**src/rtl/systolic_pkg.sv**
```systemverilog
// Shared types and the width-generic saturating add used by the systolic PE.
// Widths up to SAT_MAX_W-1 bits are supported by sat_add.
package systolic_pkg;

    typedef enum logic [1:0] {
        S_IDLE,
        S_OS_ACC,
        S_OS_DRAIN,
        S_WS
    } pe_state_t;

    localparam logic MODE_OS   = 1'b0;
    localparam logic MODE_WS   = 1'b1;
    localparam int   SAT_MAX_W = 64;

    // Operands arrive sign-extended to SAT_MAX_W; the sum is checked against the
    // w-bit signed range. Returns {overflow, result sign-extended to SAT_MAX_W}.
    function automatic logic [SAT_MAX_W:0] sat_add(
        input logic signed [SAT_MAX_W-1:0] a,
        input logic signed [SAT_MAX_W-1:0] b,
        input int unsigned                 w,
        input logic                        saturate
    );
        logic signed [SAT_MAX_W:0] one;
        logic signed [SAT_MAX_W:0] sum;
        logic signed [SAT_MAX_W:0] hi;
        logic signed [SAT_MAX_W:0] lo;
        logic signed [SAT_MAX_W:0] res;
        logic                      ovf;
        one    = '0;
        one[0] = 1'b1;
        sum    = $signed({a[SAT_MAX_W-1], a}) + $signed({b[SAT_MAX_W-1], b});
        hi     = (one <<< (w - 1)) - one;
        lo     = -(one <<< (w - 1));
        ovf    = (sum > hi) || (sum < lo);
        if (!ovf) begin
            res = sum;
        end else if (saturate) begin
            res = (sum > hi) ? hi : lo;
        end else begin
            res = (sum <<< (SAT_MAX_W + 1 - w)) >>> (SAT_MAX_W + 1 - w);
        end
        return {ovf, res[SAT_MAX_W-1:0]};
    endfunction

endpackage

```
**src/rtl/pe_sat_adder.sv**
```systemverilog
// Signed ACC_WIDTH adder with clamp-or-wrap and overflow flag; purely combinational.
module pe_sat_adder
    import systolic_pkg::*;
#(
    parameter int ACC_WIDTH = 24,
    parameter int SATURATE  = 1
) (
    input  logic [ACC_WIDTH-1:0] a_i,
    input  logic [ACC_WIDTH-1:0] b_i,
    output logic [ACC_WIDTH-1:0] sum_o,
    output logic                 ovf_o
);

    logic [SAT_MAX_W:0] res_d;
    logic               unused_hi_bits;

    always_comb begin
        res_d = sat_add(SAT_MAX_W'($signed(a_i)), SAT_MAX_W'($signed(b_i)),
                        ACC_WIDTH, (SATURATE != 0));
    end

    assign sum_o          = res_d[ACC_WIDTH-1:0];
    assign ovf_o          = res_d[SAT_MAX_W];
    assign unused_hi_bits = ^res_d[SAT_MAX_W-1:ACC_WIDTH];

endmodule

```
**src/rtl/systolic_pe_dualmode.sv**
```systemverilog
// Dual-mode (output-/weight-stationary) systolic MAC cell; all outputs registered,
// one cycle latency, no backpressure (neighbours are lock-step).
module systolic_pe_dualmode
    import systolic_pkg::*;
#(
    parameter int DATA_WIDTH = 8,
    parameter int ACC_WIDTH  = 24,
    parameter int SATURATE   = 1
) (
    input  logic                  clk,
    input  logic                  rst,
    input  logic                  mode_i,
    input  logic                  valid_in,
    input  logic [DATA_WIDTH-1:0] a_in,
    input  logic [DATA_WIDTH-1:0] b_in,
    input  logic [ACC_WIDTH-1:0]  psum_in,
    input  logic                  psum_valid_in,
    input  logic                  acc_clear,
    input  logic                  w_load,
    input  logic                  drain_i,
    output logic [DATA_WIDTH-1:0] a_out,
    output logic [DATA_WIDTH-1:0] b_out,
    output logic                  valid_out,
    output logic [ACC_WIDTH-1:0]  psum_out,
    output logic                  psum_valid_out,
    output logic                  sat_flag
);

    localparam int PW = 2 * DATA_WIDTH;

    pe_state_t             state_q;
    logic                  mode_q;
    logic [DATA_WIDTH-1:0] weight_q;
    logic [ACC_WIDTH-1:0]  acc_q;
    logic                  drain_first_q;
    logic [DATA_WIDTH-1:0] a_out_q;
    logic [DATA_WIDTH-1:0] b_out_q;
    logic                  valid_out_q;
    logic [ACC_WIDTH-1:0]  psum_out_q;
    logic                  psum_valid_out_q;
    logic                  sat_q;

    logic                  ws_path_d;
    logic [DATA_WIDTH-1:0] mul_b_d;
    logic signed [PW-1:0]  prod_d;
    logic [ACC_WIDTH-1:0]  prod_ext_d;
    logic [ACC_WIDTH-1:0]  add_a_d;
    logic [ACC_WIDTH-1:0]  sum_d;
    logic                  ovf_d;
    logic [ACC_WIDTH-1:0]  acc_d;
    logic                  os_mac_d;
    logic                  ws_mac_d;
    logic                  sat_d;

    // One multiplier/adder pair serves both modes: WS adds to the passing psum,
    // OS adds to the local accumulator (or to zero when a new tile starts).
    assign ws_path_d  = (state_q == S_WS) && (mode_q == MODE_WS);
    assign mul_b_d    = ws_path_d ? weight_q : b_in;
    assign prod_d     = PW'($signed(a_in)) * PW'($signed(mul_b_d));
    assign prod_ext_d = ACC_WIDTH'(prod_d);
    assign add_a_d    = ws_path_d ? psum_in : (acc_clear ? '0 : acc_q);

    pe_sat_adder #(
        .ACC_WIDTH (ACC_WIDTH),
        .SATURATE  (SATURATE)
    ) u_sat_adder (
        .a_i   (add_a_d),
        .b_i   (prod_ext_d),
        .sum_o (sum_d),
        .ovf_o (ovf_d)
    );

    assign acc_d    = valid_in ? sum_d : '0;
    assign os_mac_d = valid_in && (((state_q == S_IDLE) && (mode_i == MODE_OS)) ||
                                   ((state_q == S_OS_ACC) && !drain_i));
    assign ws_mac_d = ws_path_d && valid_in && psum_valid_in;
    assign sat_d    = (sat_q && !acc_clear) || (ovf_d && (os_mac_d || ws_mac_d));

    always_ff @(posedge clk) begin
        if (rst) begin
            state_q          <= S_IDLE;
            mode_q           <= MODE_OS;
            weight_q         <= '0;
            acc_q            <= '0;
            drain_first_q    <= 1'b0;
            a_out_q          <= '0;
            b_out_q          <= '0;
            valid_out_q      <= 1'b0;
            psum_out_q       <= '0;
            psum_valid_out_q <= 1'b0;
            sat_q            <= 1'b0;
        end else begin
            a_out_q     <= a_in;
            b_out_q     <= b_in;
            valid_out_q <= valid_in;
            sat_q       <= sat_d;
            case (state_q)
                S_IDLE: begin
                    mode_q           <= mode_i;
                    psum_valid_out_q <= 1'b0;
                    if (mode_i == MODE_WS) begin
                        state_q <= S_WS;
                    end else if (valid_in || acc_clear) begin
                        state_q <= S_OS_ACC;
                        acc_q   <= acc_d;
                    end
                end
                S_OS_ACC: begin
                    psum_valid_out_q <= 1'b0;
                    if (drain_i) begin
                        state_q       <= S_OS_DRAIN;
                        drain_first_q <= 1'b1;
                    end else if (valid_in || acc_clear) begin
                        acc_q <= acc_d;
                    end
                end
                S_OS_DRAIN: begin
                    if (!drain_i) begin
                        state_q          <= S_IDLE;
                        psum_valid_out_q <= 1'b0;
                    end else if (drain_first_q) begin
                        psum_out_q       <= acc_q;
                        psum_valid_out_q <= 1'b1;
                        drain_first_q    <= 1'b0;
                    end else begin
                        psum_out_q       <= psum_in;
                        psum_valid_out_q <= psum_valid_in;
                    end
                end
                S_WS: begin
                    if (w_load) begin
                        weight_q <= b_in;
                    end
                    psum_out_q       <= sum_d;
                    psum_valid_out_q <= valid_in && psum_valid_in;
                    if (mode_i == MODE_OS) begin
                        state_q <= S_IDLE;
                    end
                end
                default: state_q <= S_IDLE;
            endcase
        end
    end

    assign a_out          = a_out_q;
    assign b_out          = b_out_q;
    assign valid_out      = valid_out_q;
    assign psum_out       = psum_out_q;
    assign psum_valid_out = psum_valid_out_q;
    assign sat_flag       = sat_q;

endmodule

```
**config.mk**
```make
export PLATFORM = sky130hd
export DESIGN_NAME = systolic_pe_dualmode
export DESIGN_NICKNAME = d
export VERILOG_FILES = /design/src/rtl/systolic_pkg.sv /design/src/rtl/pe_sat_adder.sv /design/src/rtl/systolic_pe_dualmode.sv
export SDC_FILE = /design/constraint.sdc
export NUM_CORES = 1
export LEC_CHECK = 0
export CORE_AREA = 2 2 139 141
export CTS_CLUSTER_SIZE = 10
export DETAILED_ROUTE_END_ITERATION = 10
export DIE_AREA = 0 0 141 143
export GPL_TIMING_DRIVEN = 0
export PLACE_DENSITY = 0.65
export SYNTH_ARGS = -nofsm -noshare
export SYNTH_HDL_FRONTEND = slang
export SYNTH_SLANG_ARGS = --single-unit
export TNS_END_PERCENT = 20
```
**constraint.sdc**
```tcl
create_clock -name clk -period 12.2 [get_ports clk]
set_clock_uncertainty 0.15 [all_clocks]
set_input_delay 1.22 -clock clk [delete_from_list [all_inputs] [get_ports clk]]
set_output_delay 1.22 -clock clk [all_outputs]
set_load 0.005 [all_outputs]
```
==> results of run 1 <==
[final timing paths]
path / cells past startpoint / startpoint / end
worst max register to register: 24 / state_q[1] / acc_q[22]
worst max-delay path: 18 / b_in[0] / acc_q[22]
worst min register to register: 2 / weight_q[1] / weight_q[1]
worst min-delay path: 2 / weight_q[1] / weight_q[1]
[per-stage QoR]
step                      util, %  cells  worst slack (ns)  hold WS, ns
after floorplan                 -    893              5.28        0.281
after global placement       50.5   1212              4.05        0.288
after detailed placement     50.5   1212              4.04        0.296
after CTS                    52.2   1228              4.38        0.304
after global routing         52.2   1228              3.90        0.325
final                        52.2   1228              4.38        0.303
[kinds of logic (layout without fill, tap and decap cells)]
group / after synthesis / in the layout
AOI/OAI and AO/OA: 174 / 174
xor gates and xnor gates: 22 / 22
adders and majority gates: 178 / 178
buffers and inverters: 151 / 252
DFF: 79 / 79
muxes: 35 / 35
and+or+nand+nor: 254 / 254
[synthesized netlist by cell type, drive strengths merged (19+ instances only)]
cell / instances / share of area [%]
o21ai: 37 / 2.9
nor3b: 23 / 2.1
mux2: 19 / 2.6
ha: 56 / 8.5
nor2: 64 / 2.9
dfxtp: 79 / 19
nand2: 68 / 3.2
a21oi: 65 / 4.0
nor2b: 43 / 3.3
inv: 106 / 4.8
fa: 108 / 26
clkbuf: 27 / 1.2
[flip-flops by register name, indices dropped and copies added (netlist names)]
| signal | flops |
|---|---|
| mode_q | 1 |
| sat_flag | 1 |
| psum_out | 24 |
| a_out | 8 |
| weight_q | 8 |
| acc_q | 24 |
| valid_out | 1 |
| state_q | 2 |
| b_out | 8 |
| psum_valid_out | 1 |
| drain_first_q | 1 |
[area by class of cell]
type / instances / area, µm²
Buffer: 45 / 204
Sequential cell: 79 / 1580
Clock buffer: 12 / 256
Timing Repair Buffer: 85 / 851
Multi-Input combinational cell: 663 / 6050
Fill cell: 1803 / 8890
Tap cell: 234 / 293
Clock inverter: 4 / 53.8
Inverter: 106 / 398
[critical path, cell delays in order]
cell                              delay (ns)
sky130_fd_sc_hd__clkdlybuf4s50_1        0.50
sky130_fd_sc_hd__mux2_2                 0.28
sky130_fd_sc_hd__nand2_1                0.67
sky130_fd_sc_hd__fa_1                   0.79
sky130_fd_sc_hd__inv_1                  0.06
sky130_fd_sc_hd__fa_1                   0.52
sky130_fd_sc_hd__fa_1                   0.48
sky130_fd_sc_hd__fa_1                   0.54
sky130_fd_sc_hd__fa_1                   0.44
sky130_fd_sc_hd__ha_1                   0.36
sky130_fd_sc_hd__a21o_1                 0.20
sky130_fd_sc_hd__a21o_1                 0.20
sky130_fd_sc_hd__nor2_1                 0.21
sky130_fd_sc_hd__o31ai_1                0.20
sky130_fd_sc_hd__o311a_1                0.32
sky130_fd_sc_hd__nor4_1                 0.61
sky130_fd_sc_hd__a221oi_1               0.16
sky130_fd_sc_hd__nor3_1                 0.18
[metal layers]
layer / track usage (%) / part of all wire (%) / vias up
met5: 0 / 0 / -
met2: 38.4 / 48 / 226
met4: 6.79 / 2.2 / 0
met3: 4.29 / 6.1 / 33
li1: - / - / 3190
met1: 31.3 / 44 / 3294
[layout by cell type (no fill, tap or decap), drive strengths merged, types with 5 or more instances in the layout]
| cell type | instances |
|---|---|
| nand4 | 5 |
| xor2 | 7 |
| dfxtp | 79 |
| nor2b | 43 |
| nand2 | 68 |
| o211ai | 7 |
| nand3 | 12 |
| a222oi | 14 |
| mux2i | 16 |
| xnor2 | 15 |
| a211oi | 9 |
| nor2 | 64 |
| clkbuf | 39 |
| clkdlybuf4s50 | 85 |
| nor3 | 5 |
| maj3 | 14 |
| a21oi | 65 |
| and2 | 14 |
| nand2b | 8 |
| a21o | 8 |
| o21ai | 37 |
| nor3b | 23 |
| mux2 | 19 |
| ha | 56 |
| inv | 106 |
| fa | 108 |
| a22oi | 6 |
| buf | 18 |
==> impl_metrics.prom, run 1 <==
# TYPE chip_impl_metric gauge
chip_impl_metric{name="yosys.area_share.simple",unit="%"} 15.5
chip_impl_metric{name="max_fanout_on_critical_path",unit=""} 17
chip_impl_metric{name="synth_compound_gate_area_share",unit="%"} 14.2
chip_impl_metric{name="synth_adder_area_share",unit="%"} 36.7
chip_impl_metric{name="grt_pass1_wl",unit="µm"} 36100
chip_impl_info{name="worst_setup_path_end_kind",value="register"} 1
chip_impl_metric{name="grt-ovfl-total",unit=""} 0
chip_impl_metric{name="drt_pre_antenna_iters",unit=""} 6
chip_impl_metric{name="setup_viol",unit=""} 0
chip_impl_metric{name="ant_nets",unit=""} 0
chip_impl_metric{name="final.period_utilization",unit="%"} 64.1
chip_impl_metric{name="fp.dieH",unit="µm"} 143
chip_impl_metric{name="final_layout_size_suffix_gt1_share",unit="%"} 8.05
chip_impl_metric{name="start_util",unit="%"} 44.3
chip_impl_info{name="critical_path_class",value="in2reg"} 1
chip_impl_metric{name="timing.max_cap.violations",unit=""} 0
chip_impl_metric{name="detailedPlacementHpwl",unit="µm"} 17800
chip_impl_metric{name="buffer_ports.inserted",unit=""} 85
chip_impl_metric{name="detailedRoute.firstIterationViolations",unit=""} 436
chip_impl_info{name="cts_root_buf",value="sky130_fd_sc_hd__clkbuf_16"} 1
chip_impl_metric{name="viasPerCell",unit=""} 5.49
chip_impl_metric{name="cts-hold-fix-buffers",unit=""} 0
chip_impl_metric{name="cts_post_setup_buffers_inserted",unit=""} 0
chip_impl_metric{name="syn-mean-instance-area",unit="µm²"} 9.22
chip_impl_metric{name="antenna-diode-count",unit=""} 0
chip_impl_metric{name="synth_edf_count",unit=""} 0
chip_impl_metric{name="drc",unit=""} 0
chip_impl_metric{name="routedWlPerCell",unit="µm"} 18.2
chip_impl_metric{name="arrival",unit="ns"} 7.94
chip_impl_metric{name="report.final.hold_viol_count",unit=""} 0
chip_impl_metric{name="worst_slew_pin_slew",unit="ns"} 1.10
chip_impl_metric{name="count_of_pins_over_their_slew_limit",unit=""} 0
chip_impl_metric{name="worstPathRequired",unit="ns"} 12.32
chip_impl_metric{name="mappedNetlistNets",unit=""} 1105
chip_impl_metric{name="timing.max_slew.rel_slack",unit="%"} 24.6
chip_impl_metric{name="layout.cell_area.non_filler",unit="mm²"} 0.00969
chip_impl_metric{name="detail_route.wirelength",unit="µm"} 22300
chip_impl_metric{name="synth_xor_area_share",unit="%"} 2.57
chip_impl_metric{name="grt_antenna_before_repair",unit=""} 0
chip_impl_metric{name="timing.reg2reg.setup_slack",unit="ns"} 4.39
chip_impl_metric{name="clock_latency",unit="ns"} 0.35
chip_impl_metric{name="grt_max_degree",unit=""} 18
chip_impl_metric{name="cts_made_buffers",unit=""} 9
chip_impl_metric{name="synth-seq-area-share",unit="%"} 19.2
chip_impl_info{name="synth-main-ff-cell",value="sky130_fd_sc_hd__dfxtp_1"} 1
chip_impl_metric{name="yosysUniqueCellTypes",unit=""} 60
chip_impl_metric{name="postSynth.asyncResetShare",unit="%"} 0
chip_impl_metric{name="vias",unit=""} 6743
chip_impl_metric{name="mappedNetlistArea",unit="mm²"} 0.00824
chip_impl_metric{name="core_region",unit="mm²"} 0.0186
chip_impl_metric{name="fp.dieArea",unit="mm²"} 0.0202
chip_impl_metric{name="vias_in_the_first_global_route",unit=""} 6739
chip_impl_metric{name="path_clk_slew",unit="ns"} 0.07
chip_impl_info{name="grt_setup_unrepaired",value="no"} 1
chip_impl_metric{name="placed_area",unit="mm²"} 0.00938
chip_impl_metric{name="synthMuxAreaShare",unit="%"} 4.54
chip_impl_metric{name="finalCriticalPeriod",unit="ns"} 7.82
chip_impl_metric{name="gpl.final_weighted_congestion",unit=""} 0.886
chip_impl_metric{name="synth.yosys.warnings",unit=""} 0
chip_impl_metric{name="track_usage",unit="%"} 23.2
chip_impl_info{name="setup.worst_path.start_class",value="input port"} 1
chip_impl_metric{name="cts.repair.resized",unit=""} 0
chip_impl_info{name="dominant_combinational_cell_family_by_area_after_synthesis",value="adder cells"} 1
chip_impl_metric{name="max_freq",unit="MHz"} 128
chip_impl_metric{name="total_number_of_h_tree_levels",unit=""} 3
chip_impl_info{name="status",value="complete, no violations"} 1
chip_impl_metric{name="setup-tns-final",unit="ns"} 0
chip_impl_info{name="cts_tree",value="yes"} 1
chip_impl_metric{name="clock_path_buffers",unit=""} 2
chip_impl_info{name="hold_class",value="reg2reg"} 1
chip_impl_metric{name="chipWidth",unit="µm"} 141
chip_impl_metric{name="final_net_count",unit=""} 1201
chip_impl_metric{name="number_of_sinks_on_the_clock_net",unit=""} 79
chip_impl_metric{name="num_rows",unit=""} 50
chip_impl_metric{name="io_pins",unit=""} 91
chip_impl_metric{name="syn_inst",unit=""} 893
chip_impl_metric{name="number_of_storage_elements_in_the_synthesis_netlist",unit=""} 79
chip_impl_metric{name="area_growth",unit="%"} 17.7
Power of run 1 is left out: the tool's default activity adds up to more than one toggle a clock period on the data nets, which glitch-free logic cannot reach.
==> run 2: changes to the inputs <==
PLACE_DENSITY = 0.68   (was 0.65)
clock period = 6.8 ns   (was 12.2 ns; I/O delays follow)
==> run 2 against run 1 <==
Against the previous run:
- cell area up 3.3%
- non-clock buffer count up 23
- clock-buffer cell count fell by 2
- worst hold slack better by 0.0054 ns
- first-iteration DRC count rose by 37%
- cell count up 1.9%
- critical path type is now reg2reg
==> impl_metrics.prom, run 2 (synthesis results as in run 1) <==
# TYPE chip_impl_metric gauge
chip_impl_metric{name="critical-path-max-stage-delay",unit="ns"} 0.53
chip_impl_metric{name="worst_slew_pin_slew",unit="ns"} 0.879
chip_impl_info{name="status",value="complete, no violations"} 1
chip_impl_metric{name="timing.max_cap.violations",unit=""} 0
chip_impl_metric{name="buffer_ports.inserted",unit=""} 85
chip_impl_metric{name="total_number_of_h_tree_levels",unit=""} 3
chip_impl_info{name="setup.worst_path.start_class",value="register"} 1
chip_impl_metric{name="drc",unit=""} 0
chip_impl_metric{name="fp.dieArea",unit="mm²"} 0.0202
chip_impl_metric{name="timing.max_slew.rel_slack",unit="%"} 41.4
chip_impl_metric{name="grt_antenna_before_repair",unit=""} 0
chip_impl_info{name="critical_path_class",value="reg2reg"} 1
chip_impl_metric{name="chipWidth",unit="µm"} 141
chip_impl_metric{name="finalCriticalPeriod",unit="ns"} 6.57
chip_impl_info{name="worstHoldEndpoint",value="weight_q[0]"} 1
chip_impl_metric{name="clock_path_buffers",unit=""} 2
chip_impl_info{name="cp_cell_sequence",value="and3_4 > clkbuf_8 > clkbuf_4 > clkbuf_4 > a21oi_1 > fa_1 > fa_1 > inv_1 > fa_1 > inv_1 > fa_1 > inv_1 > ha_1 > ha_1 > a21oi_1 > o21bai_1 > a221oi_2 > a31oi_1 > xnor2_1 > buf_4 > buf_12 > maj3_2 > a222oi_1 > nor2_1"} 1
chip_impl_info{name="hold_class",value="reg2reg"} 1
chip_impl_metric{name="count_of_pins_over_their_slew_limit",unit=""} 0
chip_impl_metric{name="report.final.hold_viol_count",unit=""} 0
chip_impl_metric{name="vias",unit=""} 6907
chip_impl_info{name="final_cell_mix",value="sky130_fd_sc_hd__fa_1 (106), sky130_fd_sc_hd__inv_1 (105), sky130_fd_sc_hd__clkdlybuf4s50_1 (85)"} 1
chip_impl_info{name="reg2reg_from",value="state_q[1]"} 1
chip_impl_metric{name="path_buf_inv",unit=""} 8
chip_impl_metric{name="arrival",unit="ns"} 6.64
chip_impl_metric{name="ff2ff_path_depth",unit=""} 24
chip_impl_info{name="r2r-end",value="psum_out[8]"} 1
chip_impl_info{name="cts_root_buf",value="sky130_fd_sc_hd__clkbuf_16"} 1
chip_impl_metric{name="drt_pre_antenna_iters",unit=""} 5
chip_impl_metric{name="layout.cell_area.non_filler",unit="mm²"} 0.0100
chip_impl_metric{name="cts_made_buffers",unit=""} 9
chip_impl_metric{name="grt_max_degree",unit=""} 18
chip_impl_info{name="cp_slowest_cell",value="sky130_fd_sc_hd__fa_1"} 1
chip_impl_info{name="cts_tree",value="yes"} 1
chip_impl_metric{name="clock_latency",unit="ns"} 0.35
chip_impl_metric{name="path_clk_slew",unit="ns"} 0.07
chip_impl_metric{name="antenna-diode-count",unit=""} 0
chip_impl_metric{name="number_of_sinks_on_the_clock_net",unit=""} 79
chip_impl_metric{name="area_growth",unit="%"} 21.6
chip_impl_metric{name="vias_in_the_first_global_route",unit=""} 6580
chip_impl_metric{name="nFillCells",unit=""} 1681
chip_impl_metric{name="setup_viol",unit=""} 0
chip_impl_metric{name="num_rows",unit=""} 50
chip_impl_info{name="critical_path.most_common_cell",value="sky130_fd_sc_hd__fa_1"} 1
chip_impl_info{name="layout_commonest_cell",value="sky130_fd_sc_hd__fa_1"} 1
chip_impl_info{name="crit_family",value="adder cells"} 1
chip_impl_metric{name="postLayoutCoreUtil",unit="%"} 53.9
chip_impl_metric{name="timing.reg2reg.setup_slack",unit="ns"} 0.23
chip_impl_metric{name="detailedRoute.firstIterationViolations",unit=""} 598
chip_impl_info{name="holdCritStartpoint",value="weight_q[0]"} 1
chip_impl_metric{name="detailedPlacementHpwl",unit="µm"} 17700
chip_impl_metric{name="grt_pass1_wl",unit="µm"} 35300
chip_impl_info{name="grt_setup_unrepaired",value="yes"} 1
chip_impl_metric{name="cts-hold-fix-buffers",unit=""} 0
chip_impl_metric{name="final.period_utilization",unit="%"} 96.7
chip_impl_metric{name="grt-ovfl-total",unit=""} 0
chip_impl_metric{name="worstPathRequired",unit="ns"} 6.87
chip_impl_metric{name="io_pins",unit=""} 91
chip_impl_metric{name="detail_route.wirelength",unit="µm"} 22500
chip_impl_info{name="worst_setup_path_end_kind",value="register"} 1
chip_impl_metric{name="gpl.final_weighted_congestion",unit=""} 0.926
chip_impl_metric{name="viasPerCell",unit=""} 5.52
chip_impl_metric{name="max_fanout_on_critical_path",unit=""} 10
chip_impl_metric{name="track_usage",unit="%"} 22.7
chip_impl_metric{name="start_util",unit="%"} 44.3
chip_impl_metric{name="routedWlPerCell",unit="µm"} 18.0
chip_impl_metric{name="final_net_count",unit=""} 1224
chip_impl_metric{name="fp.dieH",unit="µm"} 143
chip_impl_metric{name="whs_path_depth",unit=""} 2
chip_impl_metric{name="final_layout_size_suffix_gt1_share",unit="%"} 12.6
chip_impl_metric{name="ant_nets",unit=""} 0
chip_impl_metric{name="max_freq",unit="MHz"} 152
chip_impl_metric{name="placed_area",unit="mm²"} 0.00938
chip_impl_metric{name="core_region",unit="mm²"} 0.0186
-- run 2: changes by cell type in the layout (fill, tap and decap cells not counted), moves of 3 or more --
cell,before,now
sky130_fd_sc_hd__clkbuf_1,28,23
sky130_fd_sc_hd__clkbuf_2,0,3
sky130_fd_sc_hd__mux2i_1,16,12
sky130_fd_sc_hd__mux2i_4,0,4
sky130_fd_sc_hd__buf_4,3,24
-- run 2: final cells by class --
| type | instances | area [µm²] | area share (%) |
|---|---|---|---|
| Tap cell | 234 | 293 | 2.92 |
| Clock buffer | 10 | 229 | 2.29 |
| Sequential cell | 79 | 1580 | 15.8 |
| Multi-Input combinational cell | 663 | 6190 | 61.8 |
| Buffer | 45 | 226 | 2.26 |
| Timing Repair Buffer | 108 | 1050 | 10.5 |
| Clock inverter | 6 | 45.0 | 0.450 |
| Inverter | 106 | 402 | 4.01 |
-- run 2: worst max path at each step --
stage / start / slack [ns] / depth (start not counted) / endpoint
finish: state_q[1] / 0.23 / 24 / psum_out[8]
global route: state_q[1] / -0.02 / 23 / psum_out[8]
CTS: state_q[1] / 0.02 / 22 / psum_out[17]
detailed placement: state_q[1] / -0.97 / 23 / psum_out[17]
global placement: state_q[1] / -0.88 / 23 / psum_out[17]
floorplan: state_q[1] / 0.09 / 20 / psum_out[14]
-- run 2: timing repair --
| action | in CTS | in global routing |
|---|---|---|
| gates resized for setup | 23 | 21 |
| setup buffers | 5 | 18 |
| endpoints found under the setup margin | 49 | 49 |
| pin swaps | 2 | 3 |
-- run 2: worst reg2reg max path, cell delays in order (launching register included) --
cell                       delay, ns
sky130_fd_sc_hd__dfxtp_2        0.35
sky130_fd_sc_hd__and3_4         0.21
sky130_fd_sc_hd__clkbuf_8       0.19
sky130_fd_sc_hd__clkbuf_4       0.23
sky130_fd_sc_hd__clkbuf_4       0.23
sky130_fd_sc_hd__a21oi_1        0.38
sky130_fd_sc_hd__fa_1           0.52
sky130_fd_sc_hd__fa_1           0.53
sky130_fd_sc_hd__inv_1          0.06
sky130_fd_sc_hd__fa_1           0.52
sky130_fd_sc_hd__inv_1          0.05
sky130_fd_sc_hd__fa_1           0.48
sky130_fd_sc_hd__inv_1          0.05
sky130_fd_sc_hd__ha_1           0.27
sky130_fd_sc_hd__ha_1           0.35
sky130_fd_sc_hd__a21oi_1        0.20
sky130_fd_sc_hd__o21bai_1       0.14
sky130_fd_sc_hd__a221oi_2       0.30
sky130_fd_sc_hd__a31oi_1        0.08
sky130_fd_sc_hd__xnor2_1        0.19
sky130_fd_sc_hd__buf_4          0.19
sky130_fd_sc_hd__buf_12         0.13
sky130_fd_sc_hd__maj3_2         0.32
sky130_fd_sc_hd__a222oi_1       0.25
sky130_fd_sc_hd__nor2_1         0.07
-- run 2: stage by stage --
step | setup WS, ns | std cells | hold WS (ns) | setup TNS (ns)
floorplan | 0.0895 | 893 | 0.281 | 0
global placement | -0.876 | 1212 | 0.288 | -32.62
detailed placement | -0.975 | 1212 | 0.297 | -37.90
CTS | 0.0207 | 1233 | 0.305 | 0
global route | -0.0182 | 1251 | 0.330 | -0.0281
finish | 0.226 | 1251 | 0.309 | 0
-- run 2: routing by layer --
| layer | share of wire (%) | vias to the layer above | track usage [%] |
|---|---|---|---|
| met5 | 0 | - | 0 |
| met4 | 2.3 | 0 | 6.89 |
| li1 | - | 3242 | - |
| met2 | 48 | 245 | 37.4 |
| met1 | 43 | 3389 | 30.2 |
| met3 | 6.9 | 31 | 4.80 |
Power of run 2 is left out for the same reason.
